File: src/rtl/riscv_pkg.sv
// riscv_pkg: shared encodings and defaults for the instruction fetch path
package riscv_pkg;
    localparam logic [31:0] NOP = 32'h0000_0013;
    localparam logic [31:0] DEFAULT_RESET_PC = 32'h0000_0000;
    typedef enum logic [1:0] {S_REQ = 2'd0, S_EXEC = 2'd1, S_HALT = 2'd2} fetch_state_t;
endpackage

File: src/rtl/next_pc_logic.sv
// next_pc_logic: sequential/target PC selection with misaligned-target detection
module next_pc_logic (
    input  logic [31:0] pc,
    input  logic        pcsel,
    input  logic [31:0] alu_out,
    output logic [31:0] pc_plus4,
    output logic [31:0] next_pc,
    output logic        trap
);
    always_comb begin
        pc_plus4 = pc + 32'd4;
        trap = pcsel && (alu_out[1:0] != 2'b00);
        next_pc = pcsel ? alu_out : pc_plus4;
    end
endmodule

File: src/rtl/fetch_unit.sv
// fetch_unit: request/execute fetch FSM holding pc, the current instruction and the retire count
module fetch_unit
    import riscv_pkg::*;
#(
    parameter logic [31:0] RESET_PC = DEFAULT_RESET_PC
) (
    input  logic        clk,
    input  logic        rst,
    input  logic        pcsel,
    input  logic [31:0] alu_out,
    input  logic        ins_ack,
    output logic        imem_req,
    output logic [31:0] imem_addr,
    input  logic        imem_ready,
    input  logic [31:0] imem_rdata,
    output logic [31:0] ins,
    output logic        ins_valid,
    output logic [31:0] pc,
    output logic [31:0] pc_plus4,
    output logic        halt,
    output logic [31:0] instret
);
    fetch_state_t state, next_state;
    logic [31:0] next_pc;
    logic trap, fetch_done, retire;

    next_pc_logic u_next_pc (
        .pc(pc),
        .pcsel(pcsel),
        .alu_out(alu_out),
        .pc_plus4(pc_plus4),
        .next_pc(next_pc),
        .trap(trap)
    );

    always_ff @(posedge clk) begin
        if (rst) begin
            state <= S_REQ;
            pc <= RESET_PC;
            ins <= NOP;
            instret <= 32'd0;
        end else begin
            state <= next_state;
            if (fetch_done) ins <= imem_rdata;
            if (retire) begin
                pc <= next_pc;
                instret <= instret + 32'd1;
            end
        end
    end

    // Outputs are gated by rst so the bus is quiet during reset, whatever state the register still holds.
    always_comb begin
        fetch_done = (state == S_REQ) && imem_ready;
        retire = (state == S_EXEC) && ins_ack && !trap;
        next_state = fetch_done ? S_EXEC
                   : (state == S_EXEC && ins_ack) ? (trap ? S_HALT : S_REQ)
                   : state;
        imem_req = !rst && (state == S_REQ);
        ins_valid = !rst && (state == S_EXEC);
        halt = !rst && (state == S_HALT);
        imem_addr = pc;
    end
endmodule

File: config.mk
export PLATFORM = sky130hd
export DESIGN_NAME = fetch_unit
export DESIGN_NICKNAME = d
export VERILOG_FILES = /design/src/rtl/riscv_pkg.sv /design/src/rtl/next_pc_logic.sv /design/src/rtl/fetch_unit.sv
export SDC_FILE = /design/constraint.sdc
export NUM_CORES = 1
export LEC_CHECK = 0
export ABC_AREA = 1
export CORE_MARGIN = 4
export CORE_UTILIZATION = 44
export CTS_CLUSTER_SIZE = 40
export DETAILED_ROUTE_END_ITERATION = 10
export PLACE_DENSITY_LB_ADDON = 0.3
export SYNTH_ARGS = -nofsm -noshare
export SYNTH_HDL_FRONTEND = slang
export SYNTH_HIERARCHICAL = 1
export SYNTH_SLANG_ARGS = --single-unit
File: constraint.sdc
create_clock -name clk -period 2.75 [get_ports clk]
set_input_delay 0.6875 -clock clk [delete_from_list [all_inputs] [get_ports clk]]
set_output_delay 0.6875 -clock clk [all_outputs]
set_load 0.02 [all_outputs]
==> impl_metrics.csv <==
group,metric,value,unit
global_routing,track_usage,23.3,%
floorplanning,coreArea,0.0127,mm2
clock_network,cts.sinks,98,
setup_path,required,2060,ps
global_routing,grt-ovfl-total,0,
timing,tns,0,ps
power,p_per_area,435,mW/mm2
synthesis,async_flop_share,0,%
global_routing,antenna_found_initial,0,
setup_path,crit_fanout,5,
synthesis,avgSynthCellArea,6.42,um2
clock_network,worstSkewPairLatency,340,ps
synthesis,synth_cells,894,
timing,rsz0062_at_grt,"no",
timing,drv_slew,0,
layout,fin_area,0.00834,mm2
floorplanning,dieArea,0.0149,mm2
power,power_switching,1.03,mW
layout,nets,1170,
min_path,worstHoldPathType,"reg -> reg",
floorplanning,fp.dieH,122,um
job,drv_cap,0,
timing,setup_violations,0,
layout,drive_gt1_share,9.34,%
timing,min_period,2700,ps
timing,hold_violations,0,
global_routing,grt_pass1_wl,28000,um
setup_path,worstSetupStartpointType,"primary input",
clock_network,cts_buffers,9,
synthesis,synth-seq-area-share,34.2,%
clock_network,clock_path_buffers,2,
floorplanning,ios,232,
synthesis,netlist_area,0.00574,mm2
timing,fin_crit_sh,98.0,%
timing,fmax,0.371,GHz
synthesis,ys_warn_count,6,
placement,place_congestion,0.913,
clock_network,ctsHtreeMaxLevel,3,
synthesis,yosys.cell_count.top_type,"nand2_1",
timing,slew_headroom,71.9,%
drt,vias,6198,
clock_network,clk_pin_slew,60,ps
power,intPower,2.60,mW
floorplanning,die_w,122,um
floorplanning,std_cell_rows,41,
setup_path,crit_type,"in -> out",
drt,wl_met3,1810,um
placement,io_buffers,231,
synthesis,synth_edf_count,0,
layout,finish.utilization,65.8,%
layout,syn_to_final_growth,45.3,%
setup_path,cp.arrival,2010,ps
clock_network,hold_buffers,0,
drt,wl_met2,8280,um
synthesis,yosysTopAreaCell,"dfxtp_1",
setup_path,end_kind,"output port",
drt,topRoutingLayerUsed,"met4",
power,vdd_drop_max,384,uV
drt,drtAntennaViolNets,0,
clock_network,root_buffer,"clkbuf_16",
timing,finalClockSkew,5.83,ps
power,pwr-share-seq,42.9,%
synthesis,synth_top_area_share,34.2,%
synthesis,ys_ff_latch,98,
drt,drc,0,
drt,drt_first_pass_iters,5,
power,p_leak,3.47,nW
drt,wire_per_inst,13.9,um
power,p_comb_share,22.0,%
setup_path,reg2reg_slack,1000,ps
global_routing,grt_pass1_vias,5595,
timing,worst_pin_slew,419,ps
drt,wl_met1,7330,um
global_routing,grt_max_degree,83,
synthesis,synth_nets,965,
power,sw_frac_of_total,28.4,%
clock_network,cts_tree,"built",
placement,placed_area,0.00808,mm2
synthesis,synth_cell_types,36,
drt,viasPerCell,4.86,
run_status,status,"finished, final reports clean",
power,clock_power_share,35.1,%
drt,drt_wl_total,17700,um
layout,diodes,0,
synthesis,synth.area.top_cells,"dfxtp_1 34%, nand2_1 16%, nor2_1 13%",
synthesis,synth-main-ff-cell,"dfxtp_1",
drt,drt-initial-drc-count,334,
floorplanning,start_util,45.3,%
placement,hpwl,13400,um
synthesis,synth_common_cells,"243 x nand2_1, 196 x nor2_1, 98 x dfxtp_1",
[per-layer routing]
metal	GRT usage, %	up-vias
met5	0	-
met1	28.4	2768
met2	39.0	243
met3	7.70	22
met4	7.00	0
li1	-	3165
[power by group through the flow]
| stage | combinational [mW] | clock, mW | sequential, mW |
|---|---|---|---|
| floorplan | 0.335 | 0 | 1.67 |
| global placement | 0.815 | 0 | 1.58 |
| detailed placement | 0.818 | 0 | 1.59 |
| CTS | 0.808 | 1.31 | 1.56 |
| global route | 0.870 | 1.36 | 1.57 |
| finish | 0.800 | 1.27 | 1.56 |
[state kept, by name, indices dropped and copies added (netlist names)]
name,flops
instret,32
imem_addr,32
state,2
ins,32
[metrics by stage]
stage                     power [mW]  std cells  setup WS, ps  hold WS, ps
after floorplan                 2.01        894           485          483
after global placement          2.40       1260          62.3          453
after detailed placement        2.41       1260          53.6          460
after CTS                       3.67       1275          2.44          476
after global routing            3.79       1275         0.915          495
final                           3.63       1275          54.8          476
[cells by family (layout without fill, tap and decap cells)]
| logic type | Yosys count | in the layout | share of synthesized area (%) |
|---|---|---|---|
| adders and majority gates | 2 | 2 | 0.436 |
| buffers and inverters | 136 | 345 | 11.7 |
| AOI/OAI and AO/OA | 97 | 97 | 8.72 |
| and+or+nand+nor | 543 | 543 | 41.3 |
| xor gates and xnor gates | 18 | 18 | 3.66 |
| DFF | 98 | 98 | 34.2 |
[final timing paths]
kind	cells after the start	endpoint	startpoint
setup / recovery	3	ins_valid	rst
hold / removal	2	ins[0]	ins[0]
setup reg to reg	12	imem_addr[26]	imem_addr[2]
hold reg to reg	2	ins[0]	ins[0]
[cell type report]
class	count	area, um2
Clock inverter	5	53.8
Sequential cell	98	1970
Timing Repair Buffer	258	2480
Clock buffer	10	239
Inverter	72	270
Tap cell	172	215
Multi-Input combinational cell	660	3110
Fill cell	1139	4330
[cell usage in the layout, fill, tap and decap left out, drive strengths merged, types with 5 or more instances in the layout]
master,count
inv,72
clkbuf,17
nor2,220
nand3,32
clkdlybuf4s50,205
dfxtp,98
nand3b,7
nand4,13
xor2,13
buf,27
nor3,10
o21ai,78
dlygate4sd2,14
nand2,254
a21oi,14
xnor2,5
[critical path, stage by stage]
cell             delay (ps)
clkdlybuf4s50_1         480
nor3_1                  200
clkdlybuf4s50_1         630
[what timing repair did]
item | CTS | global route
pin swaps | 0 | 0
cloned | 0 | 0
setup endpoints to repair | 24 | 15
buffers inserted | 0 | 0
resized for setup | 28 | 22
Power figures use the tool's default switching activity.
